--- src/rtl/alu_pkg.sv ---
// Shared definitions for the alu_seq block: op encodings, control-word bit
// positions and the sequencer state type.
// Optional feature macro: ALU_SEQ_MUL_EN (adds the MUL state when defined).
package alu_pkg;

  localparam int unsigned OpW  = 2;
  localparam int unsigned CtlW = 6;

  // Op encoding; 2'b10 and 2'b11 are reserved and decode as LOGIC.
  localparam logic [OpW-1:0] OpLogic = 2'b00;
  localparam logic [OpW-1:0] OpMul   = 2'b01;

  // Control word {zx, nx, zy, ny, f, no}, zx in the MSB.
  localparam int unsigned CtlZx = 5;
  localparam int unsigned CtlNx = 4;
  localparam int unsigned CtlZy = 3;
  localparam int unsigned CtlNy = 2;
  localparam int unsigned CtlF  = 1;
  localparam int unsigned CtlNo = 0;

`ifdef ALU_SEQ_MUL_EN
  typedef enum logic [1:0] {
    StIdle = 2'b00,
    StMul  = 2'b01,
    StDone = 2'b10
  } state_e;
`else
  typedef enum logic [1:0] {
    StIdle = 2'b00,
    StDone = 2'b10
  } state_e;
`endif

endpackage

--- src/rtl/alu_seq_if.sv ---
// Command/result handshake bundle for alu_seq.
//   master: drives in_valid, op, ctl, x, y, out_ready
//   slave : drives in_ready, out_valid, out, zr, ng, cout
interface alu_seq_if
  import alu_pkg::*;
#(
  parameter int unsigned WIDTH = 16
);

  logic             in_valid;
  logic             in_ready;
  logic [OpW-1:0]   op;
  logic [CtlW-1:0]  ctl;
  logic [WIDTH-1:0] x;
  logic [WIDTH-1:0] y;
  logic             out_valid;
  logic             out_ready;
  logic [WIDTH-1:0] out;
  logic             zr;
  logic             ng;
  logic             cout;

  modport master (
    output in_valid, op, ctl, x, y, out_ready,
    input  in_ready, out_valid, out, zr, ng, cout
  );

  modport slave (
    input  in_valid, op, ctl, x, y, out_ready,
    output in_ready, out_valid, out, zr, ng, cout
  );

endinterface

--- src/rtl/alu_core.sv ---
// Combinational Hack-style ALU datapath.
//   x_i, y_i         operands
//   ctl_i            control word {zx,nx,zy,ny,f,no}
//   mul_sel_i        1: take mul_lo_i as the pre-negation result
//   mul_lo_i         low half of a product from the sequencer
//   mul_hi_nz_i      upper half of that product is nonzero
//   x_pre_o, y_pre_o preprocessed operands (zero/negate applied)
//   res_o            final result after optional inversion
//   zr_o, ng_o       res_o == 0, res_o MSB
//   cout_o           add carry (f=1), product overflow (mul), else 0
module alu_core
  import alu_pkg::*;
#(
  parameter int unsigned WIDTH = 16
) (
  input  logic [WIDTH-1:0] x_i,
  input  logic [WIDTH-1:0] y_i,
  input  logic [CtlW-1:0]  ctl_i,
  input  logic             mul_sel_i,
  input  logic [WIDTH-1:0] mul_lo_i,
  input  logic             mul_hi_nz_i,
  output logic [WIDTH-1:0] x_pre_o,
  output logic [WIDTH-1:0] y_pre_o,
  output logic [WIDTH-1:0] res_o,
  output logic             zr_o,
  output logic             ng_o,
  output logic             cout_o
);

  logic [WIDTH-1:0] x_z;
  logic [WIDTH-1:0] y_z;
  logic [WIDTH:0]   sum;
  logic [WIDTH-1:0] r;

  always_comb begin
    x_z     = ctl_i[CtlZx] ? '0 : x_i;
    x_pre_o = ctl_i[CtlNx] ? ~x_z : x_z;
    y_z     = ctl_i[CtlZy] ? '0 : y_i;
    y_pre_o = ctl_i[CtlNy] ? ~y_z : y_z;

    sum = {1'b0, x_pre_o} + {1'b0, y_pre_o};

    if (mul_sel_i) begin
      r = mul_lo_i;
    end else if (ctl_i[CtlF]) begin
      r = sum[WIDTH-1:0];
    end else begin
      r = x_pre_o & y_pre_o;
    end

    res_o  = ctl_i[CtlNo] ? ~r : r;
    zr_o   = (res_o == '0);
    ng_o   = res_o[WIDTH-1];
    cout_o = mul_sel_i ? mul_hi_nz_i : (ctl_i[CtlF] & sum[WIDTH]);
  end

endmodule

--- src/rtl/alu_seq.sv ---
// Sequenced ALU: accepts one command at a time, computes a Hack-style LOGIC
// result in one cycle or (with ALU_SEQ_MUL_EN) an unsigned shift-add MUL over
// WIDTH cycles, then holds the result until the consumer takes it.
//   clk   rising-edge clock
//   rst_n asynchronous active-low reset
//   bus   alu_seq_if slave: command in, result/flags out
// Macro ALU_SEQ_MUL_EN: when undefined there is no MUL state or multiplier
// storage and op 01 executes as LOGIC.
module alu_seq
  import alu_pkg::*;
#(
  parameter int unsigned WIDTH = 16
) (
  input logic      clk,
  input logic      rst_n,
  alu_seq_if.slave bus
);

  state_e           state_q, state_d;
  logic [WIDTH-1:0] out_q, out_d;
  logic             zr_q, zr_d;
  logic             ng_q, ng_d;
  logic             cout_q, cout_d;
  logic             load_res;

  logic [CtlW-1:0]  core_ctl;
  logic             mul_sel;
  logic [WIDTH-1:0] mul_lo;
  logic             mul_hi_nz;
  logic [WIDTH-1:0] x_pre;
  logic [WIDTH-1:0] y_pre;
  logic [WIDTH-1:0] res;
  logic             res_zr;
  logic             res_ng;
  logic             res_cout;

  alu_core #(
    .WIDTH(WIDTH)
  ) u_core (
    .x_i        (bus.x),
    .y_i        (bus.y),
    .ctl_i      (core_ctl),
    .mul_sel_i  (mul_sel),
    .mul_lo_i   (mul_lo),
    .mul_hi_nz_i(mul_hi_nz),
    .x_pre_o    (x_pre),
    .y_pre_o    (y_pre),
    .res_o      (res),
    .zr_o       (res_zr),
    .ng_o       (res_ng),
    .cout_o     (res_cout)
  );

  // in_ready is gated by rst_n so it reads 0 while reset is asserted.
  assign bus.in_ready  = (state_q == StIdle) & rst_n;
  assign bus.out_valid = (state_q == StDone);
  assign bus.out       = out_q;
  assign bus.zr        = zr_q;
  assign bus.ng        = ng_q;
  assign bus.cout      = cout_q;

`ifdef ALU_SEQ_MUL_EN
  localparam int unsigned   CntW    = (WIDTH > 1) ? $clog2(WIDTH) : 1;
  localparam logic [CntW-1:0] CntLast = CntW'(WIDTH - 1);

  logic [CtlW-1:0]    ctl_q, ctl_d;
  logic [2*WIDTH-1:0] mcand_q, mcand_d;
  logic [WIDTH-1:0]   mplier_q, mplier_d;
  logic [2*WIDTH-1:0] acc_q, acc_d;
  logic [CntW-1:0]    cnt_q, cnt_d;
  logic [2*WIDTH-1:0] mul_sum;

  // While multiplying, the captured ctl drives the core so only 'no' and the
  // flag logic act on the product; x/y on the bus are ignored.
  assign mul_sel   = (state_q == StMul);
  assign core_ctl  = mul_sel ? ctl_q : bus.ctl;
  assign mul_sum   = acc_q + (mplier_q[0] ? mcand_q : '0);
  assign mul_lo    = mul_sum[WIDTH-1:0];
  assign mul_hi_nz = |mul_sum[2*WIDTH-1:WIDTH];
`else
  logic unused_sig;

  assign mul_sel    = 1'b0;
  assign core_ctl   = bus.ctl;
  assign mul_lo     = '0;
  assign mul_hi_nz  = 1'b0;
  assign unused_sig = ^{bus.op, x_pre, y_pre};
`endif

  always_comb begin
    state_d  = state_q;
    load_res = 1'b0;
`ifdef ALU_SEQ_MUL_EN
    ctl_d    = ctl_q;
    mcand_d  = mcand_q;
    mplier_d = mplier_q;
    acc_d    = acc_q;
    cnt_d    = cnt_q;
`endif

    unique case (state_q)
      StIdle: begin
        if (bus.in_valid) begin
`ifdef ALU_SEQ_MUL_EN
          if (bus.op == OpMul) begin
            state_d  = StMul;
            ctl_d    = bus.ctl;
            mcand_d  = {{WIDTH{1'b0}}, x_pre};
            mplier_d = y_pre;
            acc_d    = '0;
            cnt_d    = '0;
          end else begin
            state_d  = StDone;
            load_res = 1'b1;
          end
`else
          state_d  = StDone;
          load_res = 1'b1;
`endif
        end
      end
`ifdef ALU_SEQ_MUL_EN
      // One multiplier bit per cycle; the last step loads the finished result.
      StMul: begin
        acc_d    = mul_sum;
        mcand_d  = mcand_q << 1;
        mplier_d = mplier_q >> 1;
        cnt_d    = cnt_q + CntW'(1);
        if (cnt_q == CntLast) begin
          state_d  = StDone;
          load_res = 1'b1;
        end
      end
`endif
      StDone: begin
        if (bus.out_ready) begin
          state_d = StIdle;
        end
      end
      default: state_d = StIdle;
    endcase
  end

  always_comb begin
    out_d  = out_q;
    zr_d   = zr_q;
    ng_d   = ng_q;
    cout_d = cout_q;
    if (load_res) begin
      out_d  = res;
      zr_d   = res_zr;
      ng_d   = res_ng;
      cout_d = res_cout;
    end
  end

  always_ff @(posedge clk or negedge rst_n) begin
    if (!rst_n) begin
      state_q <= StIdle;
      out_q   <= '0;
      zr_q    <= 1'b1;
      ng_q    <= 1'b0;
      cout_q  <= 1'b0;
    end else begin
      state_q <= state_d;
      out_q   <= out_d;
      zr_q    <= zr_d;
      ng_q    <= ng_d;
      cout_q  <= cout_d;
    end
  end

`ifdef ALU_SEQ_MUL_EN
  always_ff @(posedge clk or negedge rst_n) begin
    if (!rst_n) begin
      ctl_q    <= '0;
      mcand_q  <= '0;
      mplier_q <= '0;
      acc_q    <= '0;
      cnt_q    <= '0;
    end else begin
      ctl_q    <= ctl_d;
      mcand_q  <= mcand_d;
      mplier_q <= mplier_d;
      acc_q    <= acc_d;
      cnt_q    <= cnt_d;
    end
  end
`endif

endmodule

--- src/flat_wrapper.sv ---
// flat-port wrapper written by rule: the top's interface ports become plain ports
module alu_seq_flat import alu_pkg::*;
#(
  parameter int unsigned WIDTH = 16
)
  (clk, rst_n, bus_in_valid, bus_op, bus_ctl, bus_x, bus_y, bus_out_ready, bus_in_ready, bus_out_valid, bus_out, bus_zr, bus_ng, bus_cout);
  alu_seq_if #(.WIDTH(WIDTH)) bus_i ();
  input logic clk;
  input logic rst_n;
  input wire logic [$bits(bus_i.in_valid)-1:0] bus_in_valid;
  input wire logic [$bits(bus_i.op)-1:0] bus_op;
  input wire logic [$bits(bus_i.ctl)-1:0] bus_ctl;
  input wire logic [$bits(bus_i.x)-1:0] bus_x;
  input wire logic [$bits(bus_i.y)-1:0] bus_y;
  input wire logic [$bits(bus_i.out_ready)-1:0] bus_out_ready;
  output wire logic [$bits(bus_i.in_ready)-1:0] bus_in_ready;
  output wire logic [$bits(bus_i.out_valid)-1:0] bus_out_valid;
  output wire logic [$bits(bus_i.out)-1:0] bus_out;
  output wire logic [$bits(bus_i.zr)-1:0] bus_zr;
  output wire logic [$bits(bus_i.ng)-1:0] bus_ng;
  output wire logic [$bits(bus_i.cout)-1:0] bus_cout;
  assign bus_i.in_valid = bus_in_valid;
  assign bus_i.op = bus_op;
  assign bus_i.ctl = bus_ctl;
  assign bus_i.x = bus_x;
  assign bus_i.y = bus_y;
  assign bus_i.out_ready = bus_out_ready;
  assign bus_in_ready = bus_i.in_ready;
  assign bus_out_valid = bus_i.out_valid;
  assign bus_out = bus_i.out;
  assign bus_zr = bus_i.zr;
  assign bus_ng = bus_i.ng;
  assign bus_cout = bus_i.cout;
  alu_seq #(.WIDTH(WIDTH)) u_core (.clk(clk), .rst_n(rst_n), .bus(bus_i));
endmodule
--- config.mk ---
export PLATFORM = sky130hd
export DESIGN_NAME = alu_seq_flat
export DESIGN_NICKNAME = d
export VERILOG_FILES = /design/src/rtl/alu_pkg.sv /design/src/rtl/alu_seq_if.sv /design/src/rtl/alu_core.sv /design/src/rtl/alu_seq.sv /design/src/flat_wrapper.sv
export SDC_FILE = /design/constraint.sdc
export NUM_CORES = 1
export LEC_CHECK = 0
export CAP_MARGIN = 25
export CORE_UTILIZATION = 40
export DETAILED_ROUTE_END_ITERATION = 8
export HOLD_SLACK_MARGIN = 0.03
export PLACE_DENSITY_LB_ADDON = 0.2
export SLEW_MARGIN = 10
export SYNTH_ARGS = -nofsm -noshare
export SYNTH_HDL_FRONTEND = slang
export SYNTH_SLANG_ARGS = --single-unit
--- constraint.sdc ---
create_clock -name clk -period 3 [get_ports clk]
set_input_delay 0.6 -clock clk [delete_from_list [all_inputs] [get_ports clk]]
set_output_delay 0.6 -clock clk [all_outputs]
set_load 0.02 [all_outputs]
==> flow_summary.toml <==
[critical_path]
path_buf_inv = 2
critical_path_required_ns = 3.16
cpPeakStageDelay_ns = 0.42
path_class = "in -> reg"
cp_max_fo = 4
endpoint_kind = "register"
crit_arrival_ns = 3.32
worstPathCellList = "buf_8, nand2b_4, xnor2_2, ha_2, fa_2, a211oi_4, buf_4, o21bai_1, a21oi_1, xnor2_1, mux2i_1, and4_1, o2111ai_1, o31ai_1"
cp-start-kind = "input pin"
cp_slowest_cell = "fa_2"
path_delay_family = "compound AO/OA/AOI/OAI gates"

[sta]
min_period_over_period_pct = 105.3
clock_skew_ns = 0.001260
relSlewSlack_pct = 76.49
whs_ns = 0.4804
fin_crit_ns = 3.160
max_freq_mhz = 316.5
tightest_slew_ns = 0.3477
setup_ws_ns = -0.1597
final-setup-viol-count = 3
timing.final.hold_violations = 0
rsz0062_at_grt = "true"
setup_tns_ns = -0.1909
report.final.slew_viol_count = 0

[drt]
ant_nets = 0
vias = 2609
drc = 0
wl_per_cell_um = 13.24
drt_iter0_markers = 104
via_per_inst = 5.126
postRouteWirelength_um = 6739
drt_pass1_iterations = 4

[logic_synthesis]
synth_edf_count = 0
yosys_warnings = 0
synth_seq_area_share_pct = 19.13
synth_fp_nets = 362
async_reset_ff_share_pct = 100.0
synth.distinct_cells = 59
synth_ff_type = "dfrtp_1"
synth.cell_area_sq_um = 2492
syn_area_per_cell_sq_um = 8.280
ys_ff_latch = 19
synthCells = 301

[grt]
grt_pass1_vias = 2449
grt_max_degree = 36
antenna_found_initial = 0
grt-ovfl-total = 0
grt_use_total_pct = 21.05
grt_pass1_wl_um = 10970

[placement]
dpl.hpwl_um = 5115
place_congestion = 0.9483
numPortBuffers = 62

[clocking]
clk_pin_slew_ns = 0.06
htree_levels = 1
insertion_delay_ns = 0.25
cts_buffer_depth = 2
root_buffer = "clkbuf_8"
hold_buffers = 0
cts_num_sinks = 19
cts_made_buffers = 3
cts_tree = "yes"

[hold_path]
min_path_type = "reg -> reg"

[pwr]
power_mw = 1.944
power.density_nw_per_um2 = 473.0
ir_drop_mv = 0.3872
power_leakage_nw = 1.849

[floorplan]
die_y_um = 80.94
die_w_um = 80.94
io_pins = 65
dieArea_sq_um = 6550
core_area_sq_um = 5956
start_util_pct = 41.85
row_count = 28

[run]
cap_viol_max_count = 0

[final_layout]
fin_nets = 496
layout-drive-gt1-share_pct = 33.18
final_common_cell = "buf_4"
antenna_cells = 0
area_growth_pct = 64.91
final_cell_mix = "buf_4 (72), clkdlybuf4s50_1 (44), xnor2_1 (33)"
fillers = 482

[outcome]
violations = "negative setup slack"
status = "finished with violations"
## cells in the mapped netlist, types with 4 or more instances
cell type  instances  area, sq um
xor2_1            12        105.1
clkbuf_1          12        45.04
buf_1              4        15.01
nand2_1           26        97.59
a21oi_1           14        70.07
o21ai_0           17        85.08
nand2b_1          35        219.0
a211oi_1           4        30.03
o21ai_1            6        30.03
mux2i_1            9        90.09
a21o_1             7        52.55
nor3_1             8        40.04
nor2_1             8        30.03
ha_1              16        200.2
dfrtp_1           18        450.4
xnor2_1           42        367.9
inv_1              7        26.28
## worst min-delay path, delay by kind of cell (launching register included)
kind / cells / cell delay [ns]
and+or+nand+nor: 1 / 0.05
AOI/OAI and AO/OA: 1 / 0.06
DFF: 1 / 0.34
## flip-flops by register name, summed over array words and instances, names as in the netlist
register / cells
u_core.bus.ng: 1
u_core.bus.out: 15
u_core.state_q: 1
u_core.bus.zr: 1
u_core.bus.cout: 1
## kinds of logic after synthesis
kind of cell	after synthesis	synth area share, %
AND/OR/NAND/NOR	97	21.13
AO/OA/AOI/OAI	79	23.95
XOR/XNOR	54	18.98
buffers and inverters	25	3.916
flip-flops	19	19.13
adder cells (fa/ha/maj)	17	8.835
multiplexers	10	4.066
## where the power goes
part	switching [mW]	leakage (nW)	internal (mW)	total, mW
clock	0.0788	0.0228	0.0944	0.173
combinational	0.649	1.59	0.748	1.40
sequential	0.0395	0.232	0.334	0.374
## per-stage QoR
stage	instance area, sq um	utilization (%)	instances	setup WS (ns)
3_3_place_gp	3772	63.34	489	-0.6767
4_1_cts	3963	66.53	504	-0.1230
3_5_place_dp	3772	63.34	489	-0.7196
2_1_floorplan	2680	-	301	-0.09625
6_report	4110	69.01	509	-0.1597
5_1_grt	4110	69.01	509	-0.3056
## area by class of cell
class,count,area [sq um],area share (%)
Tap cell,75,93.84,2.283
Inverter,8,30.03,0.7306
Multi-Input combinational cell,257,2191,53.30
Sequential cell,19,476.7,11.60
Clock buffer,4,45.04,1.096
Timing Repair Buffer,146,1274,30.99
## final timing paths
kind	cells past startpoint	startpoint	to	slack, ns
worst min register to register	2	u_core.bus.out[10]$_DFFE_PN0P_	u_core.bus.out[10]$_DFFE_PN0P_	0.48
min in group asynchronous	2	rst_n	u_core.bus.out[0]$_DFFE_PN0P_	0.72
worst max register to register	5	u_core.state_q[1]$_DFFE_PN0P_	u_core.bus.zr$_DFFE_PN1P_	1.59
max in group asynchronous	2	rst_n	u_core.bus.zr$_DFFE_PN1P_	2.03
worst max-delay path	14	bus_ctl[5]	u_core.bus.zr$_DFFE_PN1P_	-0.16
worst min-delay path	2	u_core.bus.out[10]$_DFFE_PN0P_	u_core.bus.out[10]$_DFFE_PN0P_	0.48
## metal layers
layer / vias to the layer above / wire length, um / GRT usage [%]
met5: - / 0 / 0
met2: 89 / 3300 / 35.80
met4: 0 / 155 / 8.393
met1: 1172 / 3003 / 27.52
met3: 17 / 281 / 1.461
li1: 1331 / - / -
## timing repair
item	in CTS	in global routing
cloned	1	0
pin swaps	39	21
setup endpoints to repair	13	12
resized for setup	60	24
buffers inserted	10	6
(Power assumes the default switching activity.)
